==> src/rtl/series_controller.sv <==
// series_controller: Moore FSM sequencing the term/exp series datapath.
// Ports:
//   clk, rst (async, active-low), start, y[7:0]   -> request and term count
//   ready, done                                   -> handshake
//   ldx, ldy, init_term, init_exp, ldterm, ldexp  -> register load strobes
//   minus1_en, x_en, i_en, iplus_en               -> multiplier operand select
//   counteri, counteriplus [CW-1:0]               -> reciprocal ROM addresses
module series_controller #(
  parameter int CW       = 4,
  parameter int MAX_ITER = 7
) (
  input  logic          clk,
  input  logic          rst,
  input  logic          start,
  input  logic [7:0]    y,
  output logic          ready,
  output logic          done,
  output logic          ldx,
  output logic          ldy,
  output logic          init_term,
  output logic          init_exp,
  output logic          ldterm,
  output logic          ldexp,
  output logic          minus1_en,
  output logic          x_en,
  output logic          i_en,
  output logic          iplus_en,
  output logic [CW-1:0] counteri,
  output logic [CW-1:0] counteriplus
);
  localparam int NW = $clog2(MAX_ITER + 1);
  typedef enum logic [3:0] {IDLE, LOAD, NEG, MX1, MX2, DI, DIP, ACC, DONE} state_t;
  state_t        state_q, state_d;
  logic [CW-1:0] cnti_q, cnti_d;
  logic [NW-1:0] iter_q, iter_d;
  logic [NW-1:0] n;
  logic [7:0]    ym1;
  // x is term 1, so y terms need y-1 iterations, capped to keep ROM addresses in range
  assign ym1 = y - 8'd1;
  assign n   = (y <= 8'd1) ? '0 : (ym1 > 8'(MAX_ITER)) ? NW'(MAX_ITER) : ym1[NW-1:0];
  always_ff @(posedge clk or negedge rst) begin
    if (!rst) begin
      state_q <= IDLE;
      cnti_q  <= '0;
      iter_q  <= '0;
    end else begin
      state_q <= state_d;
      cnti_q  <= cnti_d;
      iter_q  <= iter_d;
    end
  end
  always_comb begin
    state_d = IDLE;
    cnti_d  = cnti_q;
    iter_d  = iter_q;
    case (state_q)
      IDLE: state_d = start ? LOAD : IDLE;
      LOAD: begin
        cnti_d  = CW'(2);
        iter_d  = n;
        state_d = (n == '0) ? DONE : NEG;
      end
      NEG:  state_d = MX1;
      MX1:  state_d = MX2;
      MX2:  state_d = DI;
      DI:   state_d = DIP;
      DIP:  state_d = ACC;
      ACC: begin
        iter_d  = iter_q - NW'(1);
        cnti_d  = cnti_q + CW'(2);
        state_d = (iter_q == NW'(1)) ? DONE : NEG;
      end
      default: state_d = IDLE;
    endcase
  end
  assign ready        = state_q == IDLE;
  assign done         = state_q == DONE;
  assign ldx          = state_q == LOAD;
  assign ldy          = state_q == LOAD;
  assign init_term    = state_q == LOAD;
  assign init_exp     = state_q == LOAD;
  assign ldterm       = state_q inside {LOAD, NEG, MX1, MX2, DI, DIP};
  assign ldexp        = state_q inside {LOAD, ACC};
  assign minus1_en    = state_q == NEG;
  assign x_en         = state_q inside {MX1, MX2};
  assign i_en         = state_q == DI;
  assign iplus_en     = state_q == DIP;
  assign counteri     = cnti_q;
  assign counteriplus = cnti_q + CW'(1);
endmodule
==> config.mk <==
export PLATFORM = sky130hd
export DESIGN_NAME = series_controller
export DESIGN_NICKNAME = d
export VERILOG_FILES = /design/src/rtl/series_controller.sv
export SDC_FILE = /design/constraint.sdc
export NUM_CORES = 1
export LEC_CHECK = 0
export ABC_AREA = 1
export ABC_CLOCK_PERIOD_IN_PS = 1470
export BUFFER_PORTS_ARGS = -buffer_cell sky130_fd_sc_hd__clkbuf_2
export CAP_MARGIN = 0
export CORE_MARGIN = 2
export CORE_UTILIZATION = 50
export CTS_BUF_LIST = sky130_fd_sc_hd__clkbuf_4
export CTS_CLUSTER_DIAMETER = 150
export CTS_CLUSTER_SIZE = 20
export DETAILED_ROUTE_END_ITERATION = 12
export PLACE_DENSITY_LB_ADDON = 0.12
export SLEW_MARGIN = 20
export SYNTH_ARGS = -nofsm -noshare
export SYNTH_HDL_FRONTEND = slang
export SYNTH_SLANG_ARGS = --single-unit
==> constraint.sdc <==
create_clock -name clk -period 1.47 [get_ports clk]
set_input_delay 0.147 -clock clk [delete_from_list [all_inputs] [get_ports clk]]
set_output_delay 0.147 -clock clk [all_outputs]
set_load 0.005 [all_outputs]
## Word-level counts from Yosys, hierarchy flattened

Cells that the tools add are included.

- Output and inout port bits: 20
- Flip-flop bits (word level): 11
- Input port bits: 11

- Reduce and logical (&&, ||, !) cells: 5
- Equality and inequality tests: 9
- Order comparisons: 2
- Mux-type cells: 8
- Add/subtract/negate cells: 4

Operators with widths:

| kind | number |
|---|---|
| 4-bit case mux with 8 select lines | 1 |
| 4-bit by 3-bit == test with 1-bit output, second input constant | 4 |
| 4-bit by 2-bit == test with 1-bit output, second input constant | 2 |
| 8-bit by 3-bit greater-than comparator with 1-bit output, second input constant | 1 |
| 8-bit by 1-bit <= comparator with 1-bit output, second input constant | 1 |
| 4-bit 2-to-1 mux | 2 |
| 4-bit case mux with 2 select lines | 1 |
| 8-bit by 1-bit subtractor with 8-bit output, second input constant | 1 |
| 3-bit 2-to-1 mux | 2 |
| 3-bit case mux with 2 select lines | 1 |
| 6-bit nonzero test | 1 |
| 4-bit by 1-bit adder with 4-bit output, second input constant | 1 |
| 4-bit by 2-bit adder with 4-bit output, second input constant | 1 |
| 4-bit by 1-bit == test with 1-bit output, second input constant | 1 |
| 4-bit == test, second input constant | 1 |
| 4-bit logical NOT | 1 |
| 2-bit nonzero test | 2 |
| 3-bit by 1-bit == test with 1-bit output, second input constant | 1 |
| 3-bit logical NOT | 1 |
| 3-bit by 1-bit subtractor with 3-bit output, second input constant | 1 |
| 1-bit 2-to-1 mux | 1 |

## Longest topological paths before layout

Gate-level depths: netlist (run 1).

- Word-level depth: 7
- Depth in mapped cells: 12
- Mapped depth without buffers: 12

## Worst setup path after synthesis (run 1)

OpenSTA, ideal clock, no wires.

- Path type: input port to flip-flop
- Start: input y[0]
- End: register state_q[1]
- Stages on the path: 12
- Setup time: 0.125 ns
- Buffers on the path: 0
- Data arrival time: 1.068 ns
- Setup slack: 0.277 ns
- Cell sequence: inv_1 -> ha_1 -> inv_1 -> nor2_1 -> nand2_1 -> nand2_1 -> nor2_2 -> nand3_1 -> nand2_1 -> nand3_1 -> nand2_1 -> nand2_1

- Word-level cells in the longest chain between the ends: 7
- Elaborated cells on any way between the ends: 8

RTL lines:

| what | line | source |
|---|---|---|
| start: declaration | 15 | `input logic [7:0] y,` |
| 8-bit by 1-bit subtractor with 8-bit output | 39 | `assign ym1 = y - 8'd1;` |
| 8-bit by 3-bit greater-than comparator with 1-bit output | 40 | `assign n = (y <= 8'd1) ? '0 : (ym1 > 8'(MAX_ITER)) ? NW'(MAX_ITER) : ym1[NW-1:0];` |
| 3-bit 2-to-1 mux | 40 |  |
| 3-bit 2-to-1 mux * | 40 |  |
| 3-bit logical NOT * | 61 | `state_d = (n == '0) ? DONE : NEG;` |
| 4-bit 2-to-1 mux * | 61 |  |
| 4-bit case mux with 8 select lines * | 56 | `case (state_q)` |
| net state_d[1] | 33 | `state_t state_q, state_d;` |
| end signal: assignment | 47 | `state_q <= state_d;` |
| end: declaration | 33 |  |

Mark *: on every way through the listed nets, which the timed path passes. The rest lies on a longest branch.
A chain may end at the register's enable or synchronous reset.

## Worst setup path in the final report (run 1)

- Start: register state_q[0]
- End: output ldexp

- Word-level cells in the longest chain between the ends: 2
- Elaborated cells on any way between the ends: 3

RTL lines:

| what | line | source |
|---|---|---|
| 4-bit by 1-bit == test with 1-bit output / 4-bit by 3-bit == test with 1-bit output (equally long branches) | 83 | `assign ldexp = state_q inside {LOAD, ACC};` |
| 2-bit nonzero test (no source line) * | - |  |
| end: declaration | 23 | `output logic ldexp,` |

Mark *: on every way between the ends. The rest lies on a longest branch, timed or not.

==> results of run 1 <==
-- area by class of cell --
class                      instances  area [um^2]
multi-input combinational         74          474
inverter                          18         70.1
fill                             156          534
timing repair buffer              29          150
tap                               16         20.0
sequential                        10          253
clock buffer                       3         22.5
-- cells in the mapped netlist --
cell	n	area, um^2
nor2_1	7	26.3
conb_1	2	7.51
inv_1	14	52.6
dfrtp_1	10	250
o211ai_1	1	7.51
nand2_4	1	11.3
o221ai_1	1	8.76
nand2_1	21	78.8
clkbuf_1	1	3.75
a21oi_2	1	8.76
nor3_1	2	10.0
nor4_1	1	6.26
inv_2	3	11.3
inv_4	1	6.26
nand4_1	1	6.26
a21oi_1	3	15.0
nor2_8	1	20.0
nor3_2	1	10.0
o2111ai_1	1	8.76
xnor2_1	2	17.5
buf_4	8	60.1
nor2_2	3	18.8
nand2_2	2	12.5
a22o_1	1	8.76
o21ai_0	2	10.0
nand3_1	10	50.1
o21ai_1	3	15.0
nand3_2	1	10.0
ha_1	6	75.1
-- per-layer routing --
layer | up-vias | routed length (um)
met5 | - | 0
met4 | 0 | 13
met3 | 2 | 84
met2 | 19 | 789
met1 | 323 | 655
li1 | 397 | -
-- flip-flops by register name (all words and copies together) (netlist names) --
register	cells
counteri	3
state_q	4
iter_q	3
-- cell families (layout without fill, tap and decap cells) --
kind of cell	after synthesis	after routing
other	2	2
XOR/XNOR	2	2
AO/OA/AOI/OAI	13	13
buffers and inverters	27	50
adder cells (fa/ha/maj)	6	6
flip-flops	10	10
AND/OR/NAND/NOR	51	51
-- metrics by stage --
stage	instances	power [mW]	setup WS [ps]	hold WS, ps
2_1_floorplan	111	1.30	277	-149
4_1_cts	150	1.74	1.61	143
3_5_place_dp	146	1.55	25.7	24.5
3_3_place_gp	146	1.52	85.6	27.3
6_report	150	1.80	30.4	151
5_1_grt	150	1.99	-33.8	164
-- what timing repair did --
| action | CTS | global route |
|---|---|---|
| endpoints found under the hold margin | 10 | 0 |
| endpoints found under the setup margin | 6 | 9 |
| pin swaps | 0 | 1 |
| gates resized for setup | 2 | 7 |
| hold buffers | 1 | 0 |
-- worst max-delay path: stages, from the launching register on --
cell      delay, ps
dfrtp_2         480
nand2_2         130
nor2_8          170
inv_4            70
nand2_4          70
clkbuf_2        110
-- report_power, final --
| group | switching [mW] | internal, mW |
|---|---|---|
| clock | 0.0832 | 0.0941 |
| combinational | 0.595 | 0.452 |
| sequential | 0.160 | 0.412 |
-- worst max path at each step --
| stage | start | endpoint | cells past startpoint |
|---|---|---|---|
| after detailed placement | y[0] | state_q[1]$_DFF_PN0_ | 13 |
| after CTS | state_q[2]$_DFF_PN0_ | init_exp | 4 |
| after global routing | state_q[0]$_DFF_PN0_ | ldexp | 5 |
| after floorplan | y[0] | state_q[1]$_DFF_PN0_ | 12 |
| final | state_q[0]$_DFF_PN0_ | ldexp | 5 |
| after global placement | y[0] | state_q[1]$_DFF_PN0_ | 13 |
==> metrics.md, run 1 <==
| Metric | Value |
|---|---|
| Max-cap viol count | `0` |
| Boundary Pins | `31` |
| Complex-gate fraction of the synthesized area | `9.98%` |
| Fraction of synthesized area in multiplexers | `0%` |
| Vias in the first global route | `593` |
| Setup-failing EPs final | `0` |
| Clock slew at reported path FFs | `about 60 ps` |
| Most common cell after layout, fill and taps aside | `clkbuf_2` |
| # Post-CTS Setup Buffers | `0` |
| First-pass GRT wire length | `2470 um` |
| Synthesized-area fraction occupied by adder cells | `9.08%` |
| VDD IR max | `approximately 1.2 mV` |
| FP Rows | `14` |
| Routed Antenna Nets | `0` |
| Placer Congestion | `approximately 0.76` |
| R2R depth | `6` |
| Synth Net Count | `128` |
| Critical path peak fanout | `8` |
| CTS H-tree lvls | `1` |
| Most frequent cells in the layout | `28 x clkbuf_2, 21 x nand2_1, 13 x inv_1` |
| Starting Density | `54.3%` |
| Power Density | `between 1500 and 2000 mW/mm^2` |
| Core ar. | `approximately 0.0015 mm^2` |
| PortBufs | `28` |
| Hold EP | `state_q[0]$_DFF_PN0_` |
| Initial antenna violation count | `0` |
| FF+latch count, synth | `10` |
| # DRC | `0` |
| Count of different cell masters after synthesis | `29` |
| FF-to-FF End | `counteri[2]$_DFFE_PN0P_` |
| Layout Nets | `153` |
| Cell area after layout | `approximately 990 um^2` |
| R2r startpoint | `state_q[0]$_DFF_PN0_` |
| Aggregate global-route resource usage | `between 15 and 20%` |
| Clock sinks | `10` |
| Register area share after synthesis | `a little under a third` |
| CP Capture Type | `output port` |
| WP data arrival | `1290 ps` |
| Vias per std cell | `approximately 4.9` |
| Area Growth Syn to Fin | `19.7%` |
| Startpoint types | `flip-flop` |
| 1st-pass router iterations | `4` |
| Core Util, Final | `between 60 and 70%` |
| Maximum clock rate | `0.695 GHz` |
| Fin. Hold Viols | `0` |
| Die height | `between 40 and 50 um` |
| Simple-gate portion of the synthesized area | `31.5%` |
| Insertion delay to the later sink of the worst-skew pair | `around 250 ps` |
| Post-synthesis instance area | `approximately 830 um^2` |
| Final period utilization | `about 98%` |
| Share of layout cells above drive strength 1 | `a little under two fifths` |
| RSZ-0062 raised after global routing | `yes` |
| N_diodes | `0` |
| Routed via count | `between 700 and 800` |
| HP Start | `start` |
| Total routed wirelength | `between 1500 and 2000 um` |
| Post-Syn Area per Cell | `7.45 um^2` |
| Leakage | `between 0.5 and 0.6 nW` |
| TritonCTS clock tree | `yes` |
| Outcome | `complete, no violations` |
| Grt ovf | `0` |
| WS Path Type | `reg2out` |
| Clock skew | `1.96 ps` |
| Met3 Track Usage GR | `between 6 and 7%` |
| Crit path time final | `between 1000 and 1500 ps` |
| Root Buffer | `clkbuf_4` |
| Worst Hold Path Cells | `3` |
| Die Area | `between 0.0015 and 0.002 mm^2` |
| Met1 track demand over resource | `22.4%` |
| Largest net degree at the start of global routing | `11` |
| Initial DRC count | `6` |
| Max Slew Vio Count | `0` |
| Largest family of logic cells by synthesized area | `simple AND/OR/NAND/NOR gates` |
| CP required | `around 1300 ps` |
| Flop-to-flop setup slack | `around 190 ps` |
| TritonCTS buffer count | `3` |
| Clk buf depth | `2` |
| Area after DPL | `roughly 900 um^2` |
| WL per Instance | `around 10 um` |
| Global routing met2 resource utilization | `27.2%` |
| Xor/xnor share of the synthesized area | `approximately 2.1%` |
| Dpl hpwl | `around 1300 um` |
| Die W | `between 40 and 50 um` |
| Mapped Cells | `between 100 and 150` |
| Hold WC Path Type | `in2reg` |
| Synth Warn # | `0` |
| Final TNS setup | `0 ps` |
| GRT Max-Usage Layer | `met2` |
Note: power is estimated with default switching activity, not from simulation.
==> run 2, diff against run 1 <==
Settings changed: RECOVER_POWER set to 25.
==> run 2 against run 1 <==
Fmax stayed put. Combinational power hardly changed. Worst hold slack stayed put. First-iteration DRC count stayed put. Largest cell class unchanged.
==> metrics.md, run 2 (synthesized netlist as in run 1, its figures left out) <==
| Metric | Value |
|---|---|
| Die height | `44.7 um (unchanged)` |
| Slew @ Worst Pin | `just over 500 ps` |
| WL per Instance | `10.3 um (-0.13%)` |
| Max_slew headroom | `65.6%` |
| RSZ-0062 raised after global routing | `yes` |
| Final TNS setup | `0 ps (unchanged)` |
| Power Density | `1820 mW/mm^2 (+0.10%)` |
| WP data arrival | `1290 ps (about the same)` |
| Critical path peak fanout | `8 (unchanged)` |
| Routed Antenna Nets | `0 (unchanged)` |
| Routed via count | `741 (unchanged)` |
| Clock slew at reported path FFs | `60 ps (about the same)` |
| Starting Density | `54.3% (unchanged)` |
| Placer Congestion | `0.764 (unchanged)` |
| First-pass GRT wire length | `2470 um (unchanged)` |
| Leakage | `0.557 nW (-0.53%)` |
| PortBufs | `28 (unchanged)` |
| Die Area | `0.00200 mm^2 (unchanged)` |
| Initial DRC count | `6 (unchanged)` |
| Vias per std cell | `4.94 (unchanged)` |
| Insertion delay to the later sink of the worst-skew pair | `250 ps (about the same)` |
| Outcome | `complete, no violations` |
| WS Path Type | `reg2out` |
| 1st-pass router iterations | `4 (unchanged)` |
| FP Rows | `14 (unchanged)` |
| CTS H-tree lvls | `1 (unchanged)` |
| Layout Nets | `153 (unchanged)` |
| # fillers | `155 (-0.64%)` |
| Setup-failing EPs final | `0 (unchanged)` |
| Overall Power | `1.80 mW (about the same)` |
| Fin. Hold Viols | `0 (unchanged)` |
| N_diodes | `0 (unchanged)` |
| TritonCTS buffer count | `3 (unchanged)` |
| Clock sinks | `10 (unchanged)` |
| Grt ovf | `0 (unchanged)` |
| # Post-CTS Setup Buffers | `0 (unchanged)` |
| Root Buffer | `clkbuf_4` |
| Hold WC Path Type | `in2reg` |
| Boundary Pins | `31 (unchanged)` |
| Maximum clock rate | `0.695 GHz (unchanged)` |
| Max FFs per register | `4 (unchanged)` |
| Total routed wirelength | `1540 um (-0.13%)` |
| Vias in the first global route | `593 (unchanged)` |
| Crit path time final | `1440 ps (-0.000100 ps)` |
| TritonCTS clock tree | `yes` |
| Startpoint types | `flip-flop` |
| Most common cell after layout, fill and taps aside | `clkbuf_2` |
| # DRC | `0 (unchanged)` |
| Max Slew Vio Count | `0 (unchanged)` |
| Share of layout cells above drive strength 1 | `36.6% (-0.75 points)` |
| CP required | `1320 ps (about the same)` |
| Core ar. | `0.00152 mm^2 (unchanged)` |
| Top reg by flops | `state_q` |
| Clock skew | `1.96 ps (unchanged)` |
| Largest net degree at the start of global routing | `11 (unchanged)` |
| VDD IR max | `1.17 mV (about the same)` |
| Final period utilization | `97.9% (about the same)` |
| Die W | `44.7 um (unchanged)` |
| CP Capture Type | `output port` |
| Most frequent cells in the layout | `27 x clkbuf_2, 21 x nand2_1, 13 x inv_1` |
| Clk buf depth | `2 (unchanged)` |
| Max-cap viol count | `0 (unchanged)` |
| Initial antenna violation count | `0 (unchanged)` |
| Dpl hpwl | `1270 um (unchanged)` |
| Aggregate global-route resource usage | `17.4% (unchanged)` |
| Area Growth Syn to Fin | `19.5%` |
run 2: per-layer routing:
| layer | part of all wire, % | vias up | global-route usage, % |
|---|---|---|---|
| li1 | - | 397 | - |
| met1 | 43 | 323 | 22.4 |
| met2 | 51 | 19 | 27.2 |
| met3 | 5.5 | 2 | 6.12 |
| met4 | 0.84 | 0 | 5.45 |
| met5 | 0 | - | 0 |
run 2: where the power goes:
group	internal, mW	leakage, nW	total [mW]	switching (mW)
clock	0.0941	0.0138	0.177	0.0832
sequential	0.412	0.121	0.572	0.160
combinational	0.451	0.423	1.05	0.595
run 2: critical path, stage by stage, from the launching register on:
cell      delay [ps]
dfrtp_2          480
nand2_2          130
nor2_8           170
inv_4             70
nand2_4           70
clkbuf_2         110
run 2: final timing paths:
path | startpoint | to | slack, ps | cells past startpoint
max in group asynchronous | rst | state_q[0]$_DFF_PN0_ | 730 | 2
max reg2reg | state_q[0]$_DFF_PN0_ | counteri[2]$_DFFE_PN0P_ | 190 | 6
max | state_q[0]$_DFF_PN0_ | ldexp | 30 | 5
min reg2reg | counteri[3]$_DFFE_PN0P_ | counteri[3]$_DFFE_PN0P_ | 500 | 1
min in group asynchronous | rst | counteri[3]$_DFFE_PN0P_ | 370 | 2
min | start | state_q[0]$_DFF_PN0_ | 150 | 3
run 2: layout make-up:
class	count	area, um^2	area share (%)
clock buffer	3	22.5	2.28
inverter	18	70.1	7.09
multi-input combinational	74	474	48.0
sequential	10	253	25.6
tap	16	20.0	2.03
timing repair buffer	29	149	15.1
run 2: stage by stage:
| step | util, % | setup WS, ps | area (um^2) | instances | hold WS (ps) |
|---|---|---|---|---|---|
| after floorplan | - | 277 | 827 | 111 | -149 |
| after global placement | 60.6 | 85.6 | 923 | 146 | 27.3 |
| after detailed placement | 60.6 | 25.7 | 923 | 146 | 24.5 |
| after CTS | 63.0 | 1.61 | 960 | 150 | 143 |
| after global routing | 64.9 | -33.8 | 988 | 150 | 164 |
| final | 64.9 | 30.4 | 988 | 150 | 151 |
run 2: what timing repair did:
| action | CTS | global route |
|---|---|---|
| hold buffers | 1 | 0 |
| pin swaps | 0 | 1 |
| setup endpoints to repair | 6 | 9 |
| resized for setup | 2 | 7 |
| hold endpoints to repair | 10 | 0 |
